<file path="config.mk">
export PLATFORM = sky130hd
export DESIGN_NAME = button_debouncer
export DESIGN_NICKNAME = d
export VERILOG_FILES = /design/src/rtl/debounce_pkg.sv /design/src/rtl/button_debouncer_sync2.sv /design/src/rtl/button_debouncer.sv
export SDC_FILE = /design/constraint.sdc
export NUM_CORES = 1
export LEC_CHECK = 0
export ABC_AREA = 1
export CAP_MARGIN = 10
export CORE_UTILIZATION = 50
export DETAILED_ROUTE_END_ITERATION = 10
export PLACE_DENSITY = 0.68
export REMOVE_ABC_BUFFERS = 1
export SYNTH_ARGS = -nofsm -noshare
export SYNTH_HDL_FRONTEND = slang
export SYNTH_SLANG_ARGS = --single-unit
</file>
<file path="constraint.sdc">
create_clock -name clk -period 1.9 [get_ports clk]
set_clock_uncertainty 0.2 [all_clocks]
set_input_delay 0.38 -clock clk [delete_from_list [all_inputs] [get_ports clk]]
set_output_delay 0.38 -clock clk [all_outputs]
set_load 0.01 [all_outputs]
</file>
<file path="src/rtl/debounce_pkg.sv">
// rtl/debounce_pkg.sv - shared constants, state encoding and helpers for input debouncing
//
// Purpose : common definitions for the push-button debouncer and the switch
//           conditioning that will reuse the same synchroniser.
// Contents: CLK_FREQ_HZ / DEBOUNCE_20MS default qualification time,
//           db_state_e FSM encoding, cnt_width() counter-width helper.
package debounce_pkg;

   localparam int CLK_FREQ_HZ   = 50_000_000;
   // 20 ms worth of clk cycles; 1,000,000 at 50 MHz.
   localparam int DEBOUNCE_20MS = CLK_FREQ_HZ / 50;

   localparam logic [1:0] IDLE_LO_ENC = 2'd0;
   localparam logic [1:0] WAIT_HI_ENC = 2'd1;
   localparam logic [1:0] IDLE_HI_ENC = 2'd2;
   localparam logic [1:0] WAIT_LO_ENC = 2'd3;

   typedef enum logic [1:0] {
      IDLE_LO = IDLE_LO_ENC,
      WAIT_HI = WAIT_HI_ENC,
      IDLE_HI = IDLE_HI_ENC,
      WAIT_LO = WAIT_LO_ENC
   } db_state_e;

   // The counter only has to hold 0..n-1, so $clog2(n) bits suffice.
   // Clamped to 1 so an illegal n still elaborates far enough to report it.
   function automatic int cnt_width(input int n);
      return (n < 2) ? 1 : $clog2(n);
   endfunction

endpackage

</file>
<file path="src/rtl/button_debouncer_sync2.sv">
// rtl/button_debouncer_sync2.sv - generic two-flop synchroniser
//
// Purpose : brings an asynchronous level into the clk domain.
// Ports   : clk    - destination clock
//           rst_n  - synchronous active-low reset, loads RESET_VAL
//           d_i    - asynchronous input
//           q_o    - synchronised output (two clk edges of latency)
module sync2 #(
   parameter logic RESET_VAL = 1'b0
) (
   input  logic clk,
   input  logic rst_n,
   input  logic d_i,
   output logic q_o
);

   logic sync1_q;
   logic sync2_q;

   always_ff @(posedge clk) begin
      if (!rst_n) begin
         sync1_q <= RESET_VAL;
         sync2_q <= RESET_VAL;
      end else begin
         sync1_q <= d_i;
         sync2_q <= sync1_q;
      end
   end

   assign q_o = sync2_q;

endmodule

</file>
<file path="src/rtl/button_debouncer.sv">
// rtl/button_debouncer.sv - push-button synchroniser, debouncer and press/release strobes
//
// Purpose : turns a raw bouncing KEY pad into a clean level plus one-cycle
//           press/release strobes. A level change commits only after
//           STABLE_CYCLES consecutive agreeing synchronised samples.
// Ports   : clk         - system clock
//           rst_n       - synchronous active-low reset
//           btn_raw     - raw pad, asynchronous to clk
//           btn_level   - debounced level, 1 = pressed
//           btn_press   - one-cycle strobe on committed 0->1
//           btn_release - one-cycle strobe on committed 1->0
module button_debouncer
   import debounce_pkg::*;
#(
   parameter int STABLE_CYCLES = DEBOUNCE_20MS,
   parameter bit INVERT        = 1'b1
) (
   input  logic clk,
   input  logic rst_n,
   input  logic btn_raw,
   output logic btn_level,
   output logic btn_press,
   output logic btn_release
);

   localparam int              CNT_W    = cnt_width(STABLE_CYCLES);
   localparam logic [CNT_W-1:0] CNT_ONE  = CNT_W'(1);
   localparam logic [CNT_W-1:0] CNT_LAST = CNT_W'(STABLE_CYCLES - 1);

   generate
      if (STABLE_CYCLES < 2) begin : g_bad_stable_cycles
         $error("button_debouncer: STABLE_CYCLES must be >= 2");
      end
   endgenerate

   logic             btn_in;
   logic             samp;
   db_state_e        state_q;
   logic [CNT_W-1:0] cnt_q;
   logic [CNT_W-1:0] cnt_d;
   logic             level_q;
   logic             press_q;
   logic             release_q;

   // Active-low KEYs are flipped here so everything downstream is 1 = pressed.
   assign btn_in = btn_raw ^ INVERT;

   // Resetting the synchroniser to 0 means "released", so a held-released
   // KEY cannot qualify a press straight out of reset.
   sync2 #(
      .RESET_VAL (1'b0)
   ) u_sync (
      .clk   (clk),
      .rst_n (rst_n),
      .d_i   (btn_in),
      .q_o   (samp)
   );

   // Only reached while cnt_q < CNT_LAST, so this never wraps.
   assign cnt_d = cnt_q + CNT_ONE;

   // The mismatch test comes before the commit test in each WAIT state, so a
   // glitch on the would-be commit sample cancels the commit.
   always_ff @(posedge clk) begin
      if (!rst_n) begin
         state_q   <= IDLE_LO;
         cnt_q     <= '0;
         level_q   <= 1'b0;
         press_q   <= 1'b0;
         release_q <= 1'b0;
      end else begin
         press_q   <= 1'b0;
         release_q <= 1'b0;
         case (state_q)
            IDLE_LO: begin
               if (samp) begin
                  state_q <= WAIT_HI;
                  cnt_q   <= CNT_ONE;
               end else begin
                  cnt_q   <= '0;
               end
            end
            WAIT_HI: begin
               if (!samp) begin
                  state_q <= IDLE_LO;
                  cnt_q   <= '0;
               end else if (cnt_q == CNT_LAST) begin
                  state_q <= IDLE_HI;
                  cnt_q   <= '0;
                  level_q <= 1'b1;
                  press_q <= 1'b1;
               end else begin
                  cnt_q   <= cnt_d;
               end
            end
            IDLE_HI: begin
               if (!samp) begin
                  state_q <= WAIT_LO;
                  cnt_q   <= CNT_ONE;
               end else begin
                  cnt_q   <= '0;
               end
            end
            WAIT_LO: begin
               if (samp) begin
                  state_q <= IDLE_HI;
                  cnt_q   <= '0;
               end else if (cnt_q == CNT_LAST) begin
                  state_q   <= IDLE_LO;
                  cnt_q     <= '0;
                  level_q   <= 1'b0;
                  release_q <= 1'b1;
               end else begin
                  cnt_q     <= cnt_d;
               end
            end
            default: begin
               state_q <= IDLE_LO;
               cnt_q   <= '0;
            end
         endcase
      end
   end

   assign btn_level   = level_q;
   assign btn_press   = press_q;
   assign btn_release = release_q;

endmodule

</file>
Word level (Yosys, flattened, before mapping)
Index checks and enable logic that the tools add are counted.

Add/subtract/negate cells: 1. Equal/unequal tests: 12. Mux-type cells: 19. Bitwise logic cells: 3. Reductions and logical operators: 6.

Operator list (number): $pmux W20 S4 (1); $mux W20 (3); $add A20 B1 Y20 const B (1); $eq A20 B20 Y1 const B (1); $mux W2 (6); $ne A2 B2 Y1 const B (4); $pmux W2 S4 (1); $mux W1 (7); $reduce_and A5 Y1 (1); $eq A2 B2 Y1 const B (2); $ne A2 B1 Y1 const B (2); $reduce_and A4 Y1 (1); $ne A3 B2 Y1 const B (1); $ne A3 B3 Y1 const B (1); $not A1 Y1 (3); $reduce_and A3 Y1 (1); $reduce_or A3 Y1 (1); $eq A2 B1 Y1 const B (1); $logic_not A2 Y1 (1); $pmux W1 S2 (1); $reduce_bool A2 Y1 (1).

Bits in registers: 27. Input bits: 3. Output and inout bits: 3. Logic and storage cells: 48.

Longest topological paths before layout
Depth in word-level cells: 4. Gate-level depth with buffers: 9. Mapped depth without buffers: 8.

Modules after synthesis
A second synthesis with hierarchy kept.

Cells, all modules: 195. Area, all modules: 1322.5 µm².

By module, submodules not included: button_debouncer (times used 1, cells each 189, area an instance 1267.5 µm², seq. area each 500.5 µm²); sync2 (times used 1, cells each 6, area an instance 55.1 µm², seq. area each 40.0 µm²).

Worst setup path before layout
OpenSTA, ideal clock, no wires.

Path type: flip-flop to flip-flop. Start point: register cnt_q[0]. End point: register cnt_q[6]. Library setup time: 0.124 ns. Data arrival time: 1.290 ns. Required time: 1.576 ns. Slack: 0.286 ns. Cell stages (with the launch flop): 8. Buffers on the path: 1. Period minus slack after synthesis: 1.614 ns. Cells stage by stage: dfxtp_1 > ha_1 > nand3_2 > nor2_4 > a21oi_4 > inv_4 > buf_12 > nor2_4.

Word-level cells in the longest chain between the ends: 4. Elaborated cells on any way between the ends: 6. Those cells by class: 1 x add/sub; 1 x eq/ne; 4 x mux.

Ends and longest elaborated chain: from (decl) (line button_debouncer.sv:39) `logic [CNT_W-1:0] cnt_q;`; from (signal assigned) (line button_debouncer.sv:93) `cnt_q <= cnt_d;`; from (signal assigned) (line button_debouncer.sv:114) `cnt_q <= cnt_d;`; $add A20 B1 Y20 or $eq A20 B20 Y1 (tied branches) (line button_debouncer.sv:60, button_debouncer.sv:87, button_debouncer.sv:108); $mux W20 (*) (line button_debouncer.sv:87, button_debouncer.sv:108); $mux W20, on equally long branches (line button_debouncer.sv:105, button_debouncer.sv:84); $pmux W20 S4 (*) (line button_debouncer.sv:74) `case (state_q)`.

Every way passes the cells marked *; elsewhere a longest branch is shown, timed or not. A chain may end at the register's enable or synchronous reset.

Final worst setup path
Start point: register level_q, in the netlist btn_level. End point: output btn_level.

RTL lines: from (decl) (line button_debouncer.sv:41) `logic level_q;`; from (signal assigned) (line button_debouncer.sv:68) `level_q <= 1'b0;`; from (signal assigned) (line button_debouncer.sv:90) `level_q <= 1'b1;`; from (signal assigned) (line button_debouncer.sv:111) `level_q <= 1'b0;`; to (decl) (line button_debouncer.sv:21) `output logic btn_level,`.

No word-level cell between the ends.

==> qor.yml <==
finish:
  seq_area_um2: 541
  post-route-cell-area_um2: 1550
  drive_gt1_frac: 0.153
  fill_cells: 246
  utilization: 0.605
  nNetsFinal: 208
  num_antenna_cells: 0
  area_growth_pct: 10.8
  multiInputGateArea_um2: 759
grt:
  grt_pass1_wl_um: 4390
  grt_pass1_vias: 1091
  grtUsageTotal: 0.207
  grt-ovfl-total: 0
  antenna_found_initial: 0
  grt_max_degree: 15
cts:
  cts_sinks: 27
  clk_pin_slew_ps: 140
  root_buffer: "clkbuf_4"
  htreeDepth: 1
  clk_latency_ps: 330
  ctsHoldBuffers: 0
  max-clock-path-buffers: 2
  ctsResizeCount: 0
  numCtsBuffers: 3
  cts_setup_buffers: 0
  cts_tree: "built"
routing:
  ant_nets: 0
  first_pass_iters: 4
  post_drt_wl_per_cell_um: 11.1
  drt-initial-drc-count: 13
  routed_wl_um: 2580
  vias: 1150
  vias_per_cell: 4.94
  drc_errors: 0
status:
  status: "finished, final reports clean"
worst_setup_path:
  worstPathMaxFanout: 2
  slowest_delay_ps: 540
  worstPathArrival_ps: 1230
  crit_buf_inv: 1
  worstPathCellList: "clkdlybuf4s50_1"
  cp_data_required_time_ps: 1320
  critPathTopFamily: "buffers and inverters"
  critPathCaptureType: "output port"
  critPathLaunchType: "flop"
  cp_slowest_cell: "clkdlybuf4s50_1"
  path_class: "flop to output port"
min_path:
  hold_class: "flop to flop"
power_and_ir_drop:
  ir_drop_v: 0.000525
  p_leak_nw: 0.511
  power_density_nw_per_um2: 539
placed_design:
  place_area_um2: 1530
  gp_congestion: 0.876
  hpwl_um: 2080
  io_buffers: 5
logic_synthesis:
  yosys.area.top_type_share: 0.386
  ys_ff_latch: 27
  syn_area_per_cell_um2: 7.41
  netlist_top_cells_count: "nand2_1, nor2_1, dfxtp_1"
  synth.most_common_cell: "nand2_1"
  yosysSeqAreaShare: 0.386
  yosys_warnings: 0
  async_flop_share: 0
  synth_edf_count: 0
  synth_flop_cell: "dfxtp_1"
  synth_cells: 189
  yosys.area.top_type: "dfxtp_1"
  yosys-top-cells-area: "dfxtp_1, nand2_1, nor2_1"
  syn_area_um2: 1400
  synth_cell_types: 23
timing:
  setup_violations: 0
  tns_ps: 0
  fin_crit_sh: 0.953
  rsz0062_at_grt: "false"
  relSlewSlack: 0.740
  hold_viol_final: 0
  tightest_slew_ps: 386
  layout_min_cycle_time_ps: 1810
  maxSlewViolCount: 0
  fmax_mhz: 552
die:
  die_h_um: 54.9
  start_util: 0.546
  dieWidth_um: 54.9
  ios: 6
  die_area_um2: 3020
  core_um2: 2570
  rows: 18
run:
  max_cap_violations: 0
final timing paths:
kind,from,endpoint,slack [ps],cells after the start
worst max-delay path,btn_level$_SDFFE_PN0P_,btn_level,90,1
worst min-delay path,u_sync.sync1_q$_SDFF_PN0_,u_sync.q_o$_SDFF_PN0_,230,2
worst max register to register,cnt_q[1]$_SDFF_PN0_,cnt_q[6]$_SDFF_PN0_,200,7
worst min register to register,u_sync.sync1_q$_SDFF_PN0_,u_sync.q_o$_SDFF_PN0_,230,2
stage by stage:
stage	power, mW	hold slack [ps]	std cells	setup slack (ps)
floorplan	0.591	190	188	255
CTS	0.848	237	233	82.8
detailed placement	0.602	216	229	111
global placement	0.600	219	229	161
global route	0.863	253	233	65.0
finish	0.836	233	233	89.8
area by class of cell:
type                            instances  area share
Inverter                               21      0.0524
Multi-Input combinational cell        140       0.489
Timing Repair Buffer                   11      0.0693
Tap cell                               30      0.0242
Clock buffer                            4      0.0169
Sequential cell                        27       0.348
cell families (layout without fill, tap and decap cells):
| kind of cell | after synthesis | in the layout | share of synthesized area |
|---|---|---|---|
| AND/OR/NAND/NOR | 122 | 122 | 0.432 |
| buffers and inverters | 22 | 36 | 0.0723 |
| flip-flops | 27 | 27 | 0.386 |
| adder cells (fa/ha/maj) | 1 | 1 | 0.00893 |
| AO/OA/AOI/OAI | 5 | 5 | 0.0259 |
| XOR/XNOR | 12 | 12 | 0.0750 |
placed cells by master, fill, tap and decap left out:
master,instances
buf_12,1
a21oi_4,1
nand2_1,47
clkdlybuf4s50_1,5
o21ai_1,1
ha_1,1
nor3_2,1
clkbuf_4,3
inv_4,1
inv_1,20
buf_4,5
clkbuf_1,1
and2_4,1
nor2_1,40
a21oi_1,1
nor2_4,13
nor2_2,1
nor3_1,1
o21ai_0,2
nand2_2,2
or2_2,1
nand3_2,1
xor2_1,8
xnor2_1,4
nand4_1,3
dfxtp_1,27
nand3_1,11
routing by layer:
layer / global-route usage / share of wire / vias up
met5: 0 / 0 / -
met4: 0.138 / 0.030 / 0
met3: 0.0301 / 0.026 / 7
met2: 0.351 / 0.50 / 22
met1: 0.239 / 0.44 / 517
li1: - / - / 604
report_power, final:
| group | leakage, nW | switching, mW | internal [mW] | total [mW] |
|---|---|---|---|---|
| Combinational | 0.278 | 0.00847 | 0.00927 | 0.0177 |
| Sequential | 0.218 | 0.00186 | 0.569 | 0.571 |
| Clock | 0.0150 | 0.165 | 0.0825 | 0.247 |
registers in the layout (all words and copies together) (netlist names), named ones only:
name	count
cnt_q	20
btn_level	1
btn_press	1
btn_release	1
state_q	1
u_sync.q_o	1
u_sync.sync1_q	1
(Power assumes the default switching activity.)
